--- config.mk ---
export PLATFORM = sky130hd
export DESIGN_NAME = regfile_sb
export DESIGN_NICKNAME = d
export VERILOG_FILES = /design/src/rtl/regfile_sb.sv
export SDC_FILE = /design/constraint.sdc
export NUM_CORES = 2
export LEC_CHECK = 0
export CORE_MARGIN = 2
export CORE_UTILIZATION = 35
export DETAILED_ROUTE_END_ITERATION = 7
export SYNTH_ARGS = -nofsm -noshare
export SYNTH_HDL_FRONTEND = slang
export SYNTH_SLANG_ARGS = --single-unit
--- constraint.sdc ---
create_clock -name CLK -period 17.5 [get_ports CLK]
set_input_delay 2.625 -clock CLK [delete_from_list [all_inputs] [get_ports CLK]]
set_output_delay 2.625 -clock CLK [all_outputs]
set_load 0.01 [all_outputs]
--- src/rtl/regfile_sb.sv ---
// ----------------------------------------------------------------------------
// regfile_sb -- parametrised register file with issue/writeback scoreboard.
//
// Two combinational read ports and one synchronous write port. Register 0 can
// be hardwired to zero. A same-cycle writeback can be forwarded to the read
// ports. A per-register busy bit marks destinations between issue and
// writeback. The busy bit is used to flag read-after-write hazards to decode.
//
// Ports:
//   CLK          clock, all state changes on the rising edge
//   reset        synchronous, active-high reset
//   rd_addr1/2   read port addresses
//   rd_data1/2   read port data (combinational)
//   wr_en        writeback enable
//   wr_addr      writeback address
//   wr_data      writeback data
//   iss_en       issue strobe, marks iss_addr busy
//   iss_addr     destination register of the issuing instruction
//   busy1/2      operand pending flags (combinational)
//   hazard       busy1 | busy2
//   busy_count   registered population count of the busy vector
// ----------------------------------------------------------------------------
module regfile_sb #(
    parameter int DATA_W   = 32,
    parameter int ADDR_W   = 5,
    parameter int ZERO_REG = 1,
    parameter int BYPASS   = 1
) (
    input  logic              CLK,
    input  logic              reset,
    input  logic [ADDR_W-1:0] rd_addr1,
    input  logic [ADDR_W-1:0] rd_addr2,
    output logic [DATA_W-1:0] rd_data1,
    output logic [DATA_W-1:0] rd_data2,
    input  logic              wr_en,
    input  logic [ADDR_W-1:0] wr_addr,
    input  logic [DATA_W-1:0] wr_data,
    input  logic              iss_en,
    input  logic [ADDR_W-1:0] iss_addr,
    output logic              busy1,
    output logic              busy2,
    output logic              hazard,
    output logic [ADDR_W:0]   busy_count
);

    localparam int DEPTH = 1 << ADDR_W;

    logic [DATA_W-1:0] r_regs [DEPTH];
    logic [DEPTH-1:0]  r_busy;
    logic [ADDR_W:0]   r_busy_count;

    logic [DEPTH-1:0]  w_busy_next;
    logic [ADDR_W:0]   w_busy_pop;
    logic              w_wr_ok;

    // Writes to the hardwired zero register are dropped.
    assign w_wr_ok = wr_en && !(ZERO_REG != 0 && wr_addr == '0);

    // Scoreboard next state: issue beats writeback, because the new producer
    // supersedes the retiring one.
    always_comb begin
        // NOTE: every always_comb output gets a default first, so no path
        // leaves it unassigned and no latch is inferred.
        w_busy_next = r_busy;
        w_busy_pop  = '0;
        for (int i = 0; i < DEPTH; i++) begin
            if (iss_en && iss_addr == ADDR_W'(i)) begin
                w_busy_next[i] = 1'b1;
            end else if (wr_en && wr_addr == ADDR_W'(i)) begin
                w_busy_next[i] = 1'b0;
            end
        end
        if (ZERO_REG != 0) begin
            w_busy_next[0] = 1'b0;
        end
        for (int i = 0; i < DEPTH; i++) begin
            w_busy_pop = w_busy_pop + (ADDR_W + 1)'(w_busy_next[i]);
        end
    end

    // NOTE: sequential state uses non-blocking assignments only, so every
    // register samples the pre-edge values regardless of statement order.
    always_ff @(posedge CLK) begin
        if (reset) begin
            // NOTE: the register array is deliberately reset. The architecture
            // requires every register to read 0 after reset, and that costs
            // a reset path on every storage bit.
            for (int i = 0; i < DEPTH; i++) begin
                r_regs[i] <= '0;
            end
            r_busy       <= '0;
            r_busy_count <= '0;
        end else begin
            if (w_wr_ok) begin
                r_regs[wr_addr] <= wr_data;
            end
            r_busy       <= w_busy_next;
            r_busy_count <= w_busy_pop;
        end
    end

    // Read port: the zero register has top priority. A forwarded writeback
    // comes next; it supplies the data and hides the busy flag it retires.
    // The stored value and busy bit are used otherwise.
    function automatic logic [DATA_W:0] read_port(input logic [ADDR_W-1:0] addr);
        logic [DATA_W-1:0] data;
        logic              busy;
        data = r_regs[addr];
        busy = r_busy[addr];
        if (BYPASS != 0 && wr_en && wr_addr == addr) begin
            data = wr_data;
            busy = 1'b0;
        end
        if (ZERO_REG != 0 && addr == '0) begin
            data = '0;
            busy = 1'b0;
        end
        return {busy, data};
    endfunction

    logic [DATA_W:0] w_port1;
    logic [DATA_W:0] w_port2;

    assign w_port1    = read_port(rd_addr1);
    assign w_port2    = read_port(rd_addr2);
    assign rd_data1   = w_port1[DATA_W-1:0];
    assign rd_data2   = w_port2[DATA_W-1:0];
    assign busy1      = w_port1[DATA_W];
    assign busy2      = w_port2[DATA_W];
    assign hazard     = busy1 | busy2;
    assign busy_count = r_busy_count;

endmodule

==> impl_metrics.toml <==
[drt]
route.met3.wl_um = 25100
wirelength_met1_um = 81700
dr.pass1.iters = 6
wl_per_cell_um = 34.5
vias = 38073
drt-total-wl_um = 214000
wl_met2_um = 97800
drt_iter0_markers = 6152
drtAntennaViolNets = 0
post-route-drc-count = 0
avgViaCountPerCell = 6.15
top_layer = "met5"

[clock_network]
cts_buffers = 111
path_clk_slew_ns = 0.07
clockBufferDepth = 3
cts_resized = 0
clock-sinks = 1061
cts_tree = "done"
postCtsSetupBuffers = 0
htreeDepth = 3
clock_latency_ns = 0.75
hold_buffers = 0
clockRootBuffer = "clkbuf_16"

[logic_synthesis]
avgSynthCellArea_um2 = 14.8
synth_seq_cells = 1061
yosys.area_share.adder_pct = 0.945
synth-edff-count = 1024
synth_cell_types = 61
synth-compound-area-share_pct = 3.99
ys.flop_type = "edfxtp_1"
synth_area_mm2 = 0.0580
netlist.top_cell.by_area = "edfxtp_1"
synthXorXnorAreaFrac_pct = 0.196
syn_inst = 3905
synth-simple-area-share_pct = 13.7
ys_seq_area_share_pct = 54.3
synthTopCellsByArea = "edfxtp_1, mux4_2, and2_1"
yosysTopAreaCellShare_pct = 53.0
ys_warn_count = 0
synth_mux_area_share_pct = 23.4
async_flop_share_pct = 0
synth_top_family_by_area = "multiplexers"

[min_path]
hp-class = "reg -> reg"
hp-start = "r_busy[14]"

[timing]
relSlewSlack_pct = 18.6
period_share_pct = 54.3
max_freq_ghz = 0.105
final-max-slew-violation-count = 0
layout_setup_ws_ns = 8.00
worstMarginPinSlew_ns = 1.22
tns_ns = 0
hold_viol_final = 0
finClkSkew_ns = 0.00738
setup_viol = 0
min_period_ns = 9.50
grt_setup_unrepaired = "no"

[worst_setup_path]
crit_type = "in -> out"
path_max_fanout = 76
crit_arrival_ns = 6.87
ff2ff_setup_slack_ns = 12.28
required_ns = 14.88
reg2reg_depth = 18
end_kind = "output port"
cp-start-kind = "input pin"
timing.rr.start = "r_busy[26]"
critPathLaunch = "rd_addr1[1]"
r2r_end = "busy_count[4]"
critPathCapture = "rd_data1[17]"

[die]
start_util_pct = 35.2
ios = 129
coreArea_mm2 = 0.165
rows = 149
die_x_um = 411
die_y_um = 411
dieArea_mm2 = 0.169

[pwr]
p_leak_uw = 0.0224
peakVddDrop_mv = 0.0865
combPwrFrac_pct = 13.4
p_seq_share_pct = 47.2
power_density_mw_per_mm2 = 97.0
power_frac_clock_pct = 39.3
p_sw_share_pct = 25.8
power.switching_uw = 1630
intPower_uw = 4700

[run]
cap_violations = 0

[placement]
gp_congestion = 0.853
dpl.hpwl_um = 122000
io_buffers = 128
dpl_cell_area_mm2 = 0.0615
dp_slack_ns = 8.03

[grt]
grt_overflow = 0
antenna_found_initial = 24
grt_pass1_wl_um = 298000
grt_start_max_net_pins = 115
track_usage_pct = 25.1
grt_pass1_vias = 37540

[cells_and_area]
layout.nets = 3992
area_growth_syn_to_layout_pct = 12.6
fin_area_mm2 = 0.0653
fin_util_pct = 39.6
fillers = 15091
drive_gt1_share_pct = 23.5

[run_status]
status = "finished, final reports clean"
-- layout by cell type, fill, tap and decap left out, types with 10 or more instances in the layout --
cell type,synthesis,final
buf_4,31,139
a221oi_1,47,47
nor3_1,17,15
and2_1,998,998
nor2b_1,20,18
nand3_1,11,10
and3_1,27,27
clkbuf_16,0,113
clkinv_2,0,24
or2_2,29,29
nor2_1,102,66
a21oi_1,54,54
nand2_1,100,100
fa_1,23,23
clkdlybuf4s50_1,0,118
a32o_1,12,12
conb_1,1,32
mux4_2,520,520
o21ai_0,48,48
inv_1,23,23
nor2_4,0,32
a22o_1,15,15
a221o_1,32,32
mux2i_1,162,162
diode_2,0,10
clkinv_1,1,20
edfxtp_1,1024,1024
clkbuf_1,281,16
o22ai_1,13,13
bufinv_16,0,15
mux2_2,19,19
dfxtp_1,37,37
a22oi_1,76,76
-- cells by family after synthesis --
family                   after synthesis
multiplexers                         701
buffers and inverters                435
other                                  1
AO/OA/AOI/OAI                        318
AND/OR/NAND/NOR                     1346
XOR/XNOR                              13
flip-flops                          1061
adder cells (fa/ha/maj)               30
-- flip-flops by register name, indices dropped and copies added, names as in the netlist --
signal / flops
busy_count: 6
r_busy: 31
r_regs: 1024
-- synthesized netlist by cell type, types with 12 or more instances --
library cell / count
edfxtp_1: 1024
mux4_2: 520
buf_4: 31
nor2b_1: 20
buf_2: 54
o22ai_1: 13
a221oi_1: 47
a22oi_1: 76
or2_2: 29
a32o_1: 12
a21oi_1: 54
mux2i_1: 162
nor3_1: 17
fa_1: 23
and3_1: 27
dfxtp_1: 37
clkbuf_1: 281
nor2_1: 102
nand2_1: 100
mux2_2: 19
o21ai_0: 48
a221o_1: 32
a22o_1: 15
and2_1: 998
buf_6: 23
inv_1: 23
-- through the flow --
step	instances	hold WS [ns]	power (µW)
detailed placement	5982	0.534	3880
global route	6186	0.590	6480
global placement	5982	0.536	3870
finish	6194	0.550	6330
CTS	6184	0.542	6330
floorplan	3936	0.495	3520
-- critical path: stages --
cell and delay, ns:
buf_8 0.53, buf_4 0.64, buf_4 0.78, mux4_2 0.42, mux4_2 0.51, and3_1 0.22, a221o_1 0.37, clkdlybuf4s50_1 0.54
-- metal layers --
layer	up-vias	GRT usage, %
met5	-	0
met4	6	10.2
met3	476	5.47
met2	2817	38.7
met1	19832	34.5
li1	14942	-
-- area by class of cell --
| class | instances | area, µm² | share of cell area (%) |
|---|---|---|---|
| Sequential cell | 1061 | 31500 | 48.2 |
| Multi-Input combinational cell | 2440 | 24900 | 38.1 |
| Clock buffer | 133 | 2940 | 4.51 |
| Tap cell | 2189 | 2740 | 4.19 |
| Timing Repair Buffer | 264 | 2340 | 3.59 |
| Clock inverter | 69 | 774 | 1.19 |
| Inverter | 28 | 106 | 0.163 |
| Antenna cell | 10 | 25.0 | 0.0383 |
-- power by group through the flow --
stage               Combinational, µW  Clock [µW]  Sequential [µW]
global route                      879        2600             3000
detailed placement                839           0             3040
finish                            851        2490             2990
CTS                               843        2500             2990
global placement                  839           0             3030
floorplan                         507           0             3010
-- worst min path at each step --
stage	cells past startpoint	to	slack, ns
after floorplan	2	r_busy[18]	0.50
after global placement	2	r_busy[14]	0.54
after detailed placement	2	r_busy[14]	0.53
after CTS	2	r_busy[14]	0.54
after global routing	2	r_busy[10]	0.59
final	2	r_busy[14]	0.55
Note: power is estimated with default switching activity, not from simulation.
